===== src/rtl/trace_record_sequencer.sv =====
// Per-instruction trace capture: in-order slot ring, IF/ID/EX/WB start/end
// time-stamping and in-order emission of completed records over valid/ready.
module trace_record_sequencer #(
  parameter int DEPTH      = 4,
  parameter int ADDR_WIDTH = 32,
  parameter int DATA_WIDTH = 32,
  parameter int TIME_WIDTH = 32
) (
  input  logic                    clk,
  input  logic                    rst_n,
  input  logic                    if_start_i,
  input  logic [ADDR_WIDTH-1:0]   if_addr_i,
  input  logic                    if_end_i,
  input  logic [DATA_WIDTH-1:0]   if_instr_i,
  input  logic                    if_pass_through_i,
  input  logic                    id_start_i,
  input  logic                    id_end_i,
  input  logic                    ex_start_i,
  input  logic                    ex_end_i,
  input  logic                    wb_start_i,
  input  logic                    wb_end_i,
  output logic                    trace_valid_o,
  input  logic                    trace_ready_i,
  output logic [DATA_WIDTH-1:0]   trace_instr_o,
  output logic [ADDR_WIDTH-1:0]   trace_addr_o,
  output logic                    trace_pass_through_o,
  output logic [8*TIME_WIDTH-1:0] trace_time_o,
  output logic [TIME_WIDTH-1:0]   time_o,
  output logic                    stall_o,
  output logic                    overflow_o,
  output logic                    protocol_err_o
);
  localparam int PW = (DEPTH > 1) ? $clog2(DEPTH) : 1;
  localparam int CW = PW + 1;

  logic [TIME_WIDTH-1:0]                   time_q;
  logic [PW-1:0]                           alloc_p, head_p;
  logic [3:0][PW-1:0]                      sp;     // per-stage oldest unfinished slot
  logic [3:0][CW-1:0]                      sq;     // per-stage waiting occupancy
  logic [CW-1:0]                           q_out, count;
  logic                                    overflow_q, perr_q;
  logic [DEPTH-1:0][ADDR_WIDTH-1:0]        addr_q;
  logic [DEPTH-1:0][DATA_WIDTH-1:0]        instr_q;
  logic [DEPTH-1:0]                        pt_q;
  logic [DEPTH-1:0][7:0][TIME_WIDTH-1:0]   ts_q;

  logic [3:0] s_start, s_end, s_ok, s_adv, s_in;
  logic       pop, alloc, bad, up;

  assign s_start = {wb_start_i, ex_start_i, id_start_i, if_start_i};
  assign s_end   = {wb_end_i, ex_end_i, id_end_i, if_end_i};

  assign trace_valid_o        = (q_out != '0);
  assign stall_o              = (count == CW'(DEPTH));
  assign pop                  = trace_valid_o & trace_ready_i;
  assign alloc                = if_start_i & (~stall_o | pop);
  assign trace_addr_o         = addr_q[head_p];
  assign trace_instr_o        = instr_q[head_p];
  assign trace_pass_through_o = pt_q[head_p];
  assign trace_time_o         = ts_q[head_p];
  assign time_o               = time_q;
  assign overflow_o           = overflow_q;
  assign protocol_err_o       = perr_q;

  // Eligibility chains through the stages so a same-cycle upstream end makes
  // the instruction visible to the next stage's start/end in that cycle.
  always_comb begin
    s_in  = '0;
    s_ok  = '0;
    s_adv = '0;
    up    = alloc;
    for (int i = 0; i < 4; i++) begin
      s_in[i]  = up;
      s_ok[i]  = (sq[i] != '0) | up;
      s_adv[i] = s_end[i] & s_ok[i];
      up       = s_adv[i];
    end
    bad = |(((s_start & 4'b1110) | s_end) & ~s_ok);
  end

  always_ff @(posedge clk or negedge rst_n) begin
    if (!rst_n) begin
      time_q     <= '0;
      alloc_p    <= '0;
      head_p     <= '0;
      sp         <= '0;
      sq         <= '0;
      q_out      <= '0;
      count      <= '0;
      overflow_q <= 1'b0;
      perr_q     <= 1'b0;
      addr_q     <= '0;
      instr_q    <= '0;
      pt_q       <= '0;
      ts_q       <= '0;
    end else begin
      time_q <= time_q + 1'b1;
      if (alloc) begin
        addr_q[alloc_p]  <= if_addr_i;
        ts_q[alloc_p][0] <= time_q;
        alloc_p          <= alloc_p + 1'b1;
      end
      if (s_adv[0]) begin
        instr_q[sp[0]] <= if_instr_i;
        pt_q[sp[0]]    <= if_pass_through_i;
      end
      for (int i = 0; i < 4; i++) begin
        if (i != 0 && s_start[i] && s_ok[i]) ts_q[sp[i]][3'(2*i)] <= time_q;
        if (s_adv[i]) ts_q[sp[i]][3'(2*i+1)] <= time_q;
        sp[i] <= sp[i] + PW'(s_adv[i]);
        sq[i] <= sq[i] + CW'(s_in[i]) - CW'(s_adv[i]);
      end
      q_out <= q_out + CW'(s_adv[3]) - CW'(pop);
      count <= count + CW'(alloc) - CW'(pop);
      if (pop) head_p <= head_p + 1'b1;
      if (if_start_i && !alloc) overflow_q <= 1'b1;
      if (bad) perr_q <= 1'b1;
    end
  end
endmodule


===== config.mk =====
export PLATFORM = sky130hd
export DESIGN_NAME = trace_record_sequencer
export DESIGN_NICKNAME = d
export VERILOG_FILES = /design/src/rtl/trace_record_sequencer.sv
export SDC_FILE = /design/constraint.sdc
export NUM_CORES = 1
export LEC_CHECK = 0
export CORE_MARGIN = 3
export CORE_UTILIZATION = 57
export DETAILED_ROUTE_END_ITERATION = 7
export PLACE_DENSITY_LB_ADDON = 0.1
export SYNTH_ARGS = -nofsm -noshare
export SYNTH_HDL_FRONTEND = slang
export SYNTH_SLANG_ARGS = --single-unit

===== constraint.sdc =====
create_clock -name clk -period 3.7 [get_ports clk]
set_input_delay 0.74 -clock clk [delete_from_list [all_inputs] [get_ports clk]]
set_output_delay 0.74 -clock clk [all_outputs]
set_load 0.03 [all_outputs]

==> summary.txt <==
Status
  • Result of the run: finished, final reports clean

Power
  • Pwr Density: 782 nW/um^2
  • Portion of total power attributed to the clock network: between 20% and 30%
  • Worst-case vdd ir drop: between 0.0005 and 0.0006 V
  • Net switching power: between 10 and 15 mW
  • Proportion of total power due to net switching: between 30% and 40%
  • Reported leakage power: between 20 and 25 nW
  • Logic pwr share: 39.1%
  • Share of total power in sequential cells: between 30% and 40%
  • Total internal power: 23.0 mW

Synthesis
  • Portion of the post-synthesis area used by sequential elements: 55.3%
  • Primary flip-flop cell chosen by synthesis mapping: dfrtp_1
  • Top post-synthesis cells by area: dfrtp_1, mux2_2, mux4_2
  • Most numerous cell in the Yosys netlist: dfrtp_1
  • Count of different cell masters after synthesis: 56
  • Leading area contributor after synthesis: dfrtp_1
  • Area share of the leading cell type in the synthesized netlist: a little under three fifths
  • Average size of a mapped cell: 16.1 sq um
  • Synth top cells by count: dfrtp_1, mux2_2, mux4_2, buf_4, clkbuf_1
  • Syn Std Cell Area: 37600 sq um
  • Number of flops mapped to enable cells by yosys: 0
  • Number of synthesized register bits: 832
  • Gate count after technology mapping: between 2000 and 2500
  • Synthesis warning total: 0
  • Fraction of synthesis flops using an asynchronous set or reset pin: 100%

Drt
  • Wire length reported by the detailed router: 89.0 mm
  • DR vias: 20700
  • Starting DRT DRC Count: 1160
  • Via density per instance: 5.84
  • Antenna viol nets, final: 0
  • TritonRoute pass-1 iters: 5
  • Residual DRC count: 0
  • Routed wire length per instance: between 20 and 30 um

Finish
  • Share of cells above drive strength 1: 44.4%
  • Net count reported at finish: roughly 2700
  • Core utilization of the finished layout: 68.0%
  • Area growth from synthesis to layout: 17.3%
  • Non-filler cells, final: 3546

Global routing
  • First-pass GRT wire length: ~140 mm
  • Total overflow reported by the global router: 0
  • Number of antenna violations at the first check in global routing: 3
  • Tot GR Track Use: 26.0%
  • Number of global-route vias before repair: 22600
  • Maximum number of pins on one net before global-route repair: 92

Clock network
  • Number of H-tree levels: 3
  • Clock tree from TritonCTS: yes
  • Max clock buf depth: 3
  • Num CTS Buffers: 87
  • Buffers inserted by post-CTS timing repair: 0
  • Source-to-sink clock delay at the later pin of the worst-skew pair: 0.63 ns
  • CTS clock-pin slew for the worst setup and hold paths: 0.06 ns
  • Clock tree sinks: between 800 and 900
  • Root buffer cell: clkbuf_16

Timing
  • Final clock period utilization by the worst path: about 97%
  • Achievable Freq: approximately 280 MHz
  • Slew HR: 31.2%
  • Minimum clock period after layout: 3.57 ns
  • Final setup vio count: 0
  • Hold violation count in the final report: 0
  • Final Max Slew Viols: 0
  • Final clock skew: 0.0201 ns
  • Unrepaired setup endpoints after global routing: no
  • PnR worst setup slack: 0.126 ns
  • Total negative setup slack: 0 ns
  • Slew at the pin with the worst max-slew slack: roughly 1.0 ns
  • Worst hold-check slack: 0.119 ns

Die
  • Initial Utilization: 57.9%
  • Ports placed on the boundary: 433
  • Overall die area: 69100 sq um
  • Area of the core: 64900 sq um
  • Die span in y: 263 um
  • Std-Cell Rows: 93
  • Width of the chip: between 200 and 300 um

Critical path
  • CP Data Arrival Time: 2.83 ns
  • Element type at the critical path end: output pin
  • CP Data Required Time: between 2 and 3 ns
  • Type of the setup path with the least slack: flop to output pin
  • Highest fanout seen on the critical path: 45
  • Startpoint type of the worst setup path: flop

Placed design
  • Instance count after placement with tap cells included: 3382
  • Total half-perimeter wirelength after legalization and detailed placement: 56.5 mm
  • Routability congestion estimate: 0.784
  • Port Buf Inserts: 304
  • Worst slack at placement: 0.346 ns

Job
  • Count of max-cap constraint violations: 0

Worst hold path
  • Path type of the worst min-delay path: input port to asynchronous set/reset pin
through the flow:
| stage | cell area (sq um) | power (mW) |
|---|---|---|
| global placement | 41300 | 25.8 |
| detailed placement | 41300 | 26.2 |
| finish | 44100 | 34.5 |
| CTS | 44100 | 34.9 |
| floorplan | 38100 | 21.8 |
| global route | 44100 | 36.1 |
path summary, 6_finish.rpt:
check	from	slack, ns	endpoint	cells past startpoint
min in group clk	overflow_o	0.47	overflow_o	1
setup reg to reg	sq[5]	0.78	sq[8]	10
hold reg to reg	overflow_o	0.47	overflow_o	1
max in group asynchronous	rst_n	2.54	ts_q[333]	2
setup / recovery	head_p[0]	0.13	trace_time_o[66]	3
hold / removal	rst_n	0.12	addr_q[57]	1
power groups by stage:
stage	Combinational (mW)	Clock (mW)	Sequential [mW]
after CTS	13.7	8.83	12.4
after detailed placement	13.7	0	12.5
after floorplan	9.75	0	12.1
after global placement	13.5	0	12.3
after global routing	14.3	9.20	12.6
final	13.5	8.63	12.4
layout make-up:
class	count	area [sq um]
sequential	832	20800
multi-input combinational	1284	15300
antenna	5	12.5
clock buffer	135	2570
tap	855	1070
clock inverter	24	256
fill	4433	20800
timing repair buffer	385	4050
inverter	26	97.6
cells by family after synthesis:
kind of cell               share of synthesized area [%]
muxes                                               35.0
DFF                                                 55.3
buffers and inverters                               5.47
and+or+nand+nor                                     1.46
xor gates and xnor gates                            1.09
AOI/OAI and AO/OA                                  0.755
adders and majority gates                          0.885
other                                            0.00997
critical path, stage by stage, from the launching register on:
cell	delay (ns)
dfrtp_4	0.53
buf_12	0.37
mux4_2	0.63
clkdlybuf4s50_1	0.63
cells in the final DEF, fill, tap and decap left out, types with 13 or more instances in the layout:
master             n
mux4_2           193
clkbuf_1          31
xnor2_1           38
clkinv_2          16
clkbuf_16         91
clkdlybuf4s50_1  303
conb_1           128
nand3_1           17
buf_4             49
clkbuf_8          13
mux2_4            30
mux2_2           734
inv_1             25
dfrtp_1          830
buf_12            31
nand2_1           14
ha_1              17
registers in the layout, summed over array words and instances (netlist names):
signal          cells
addr_q            128
alloc_p             2
count               3
head_p              2
instr_q           128
overflow_o          1
protocol_err_o      1
pt_q                4
q_out               3
sp                  4
sq                 12
time_o             32
ts_q              512
routing by layer:
| layer | vias to the layer above | wire length, um | track usage (%) |
|---|---|---|---|
| met1 | 11300 | 36900 | 34.6 |
| li1 | 8845 | - | - |
| met3 | 127 | 4030 | 4.71 |
| met5 | - | 0 | 0 |
| met4 | 0 | 2060 | 6.51 |
| met2 | 434 | 46000 | 44.6 |
repair_timing:
item	in CTS	in global routing
setup endpoints to repair	2	0
resized for setup	1	0
hold buffers	0	0
Note: power is estimated with default switching activity, not from simulation.
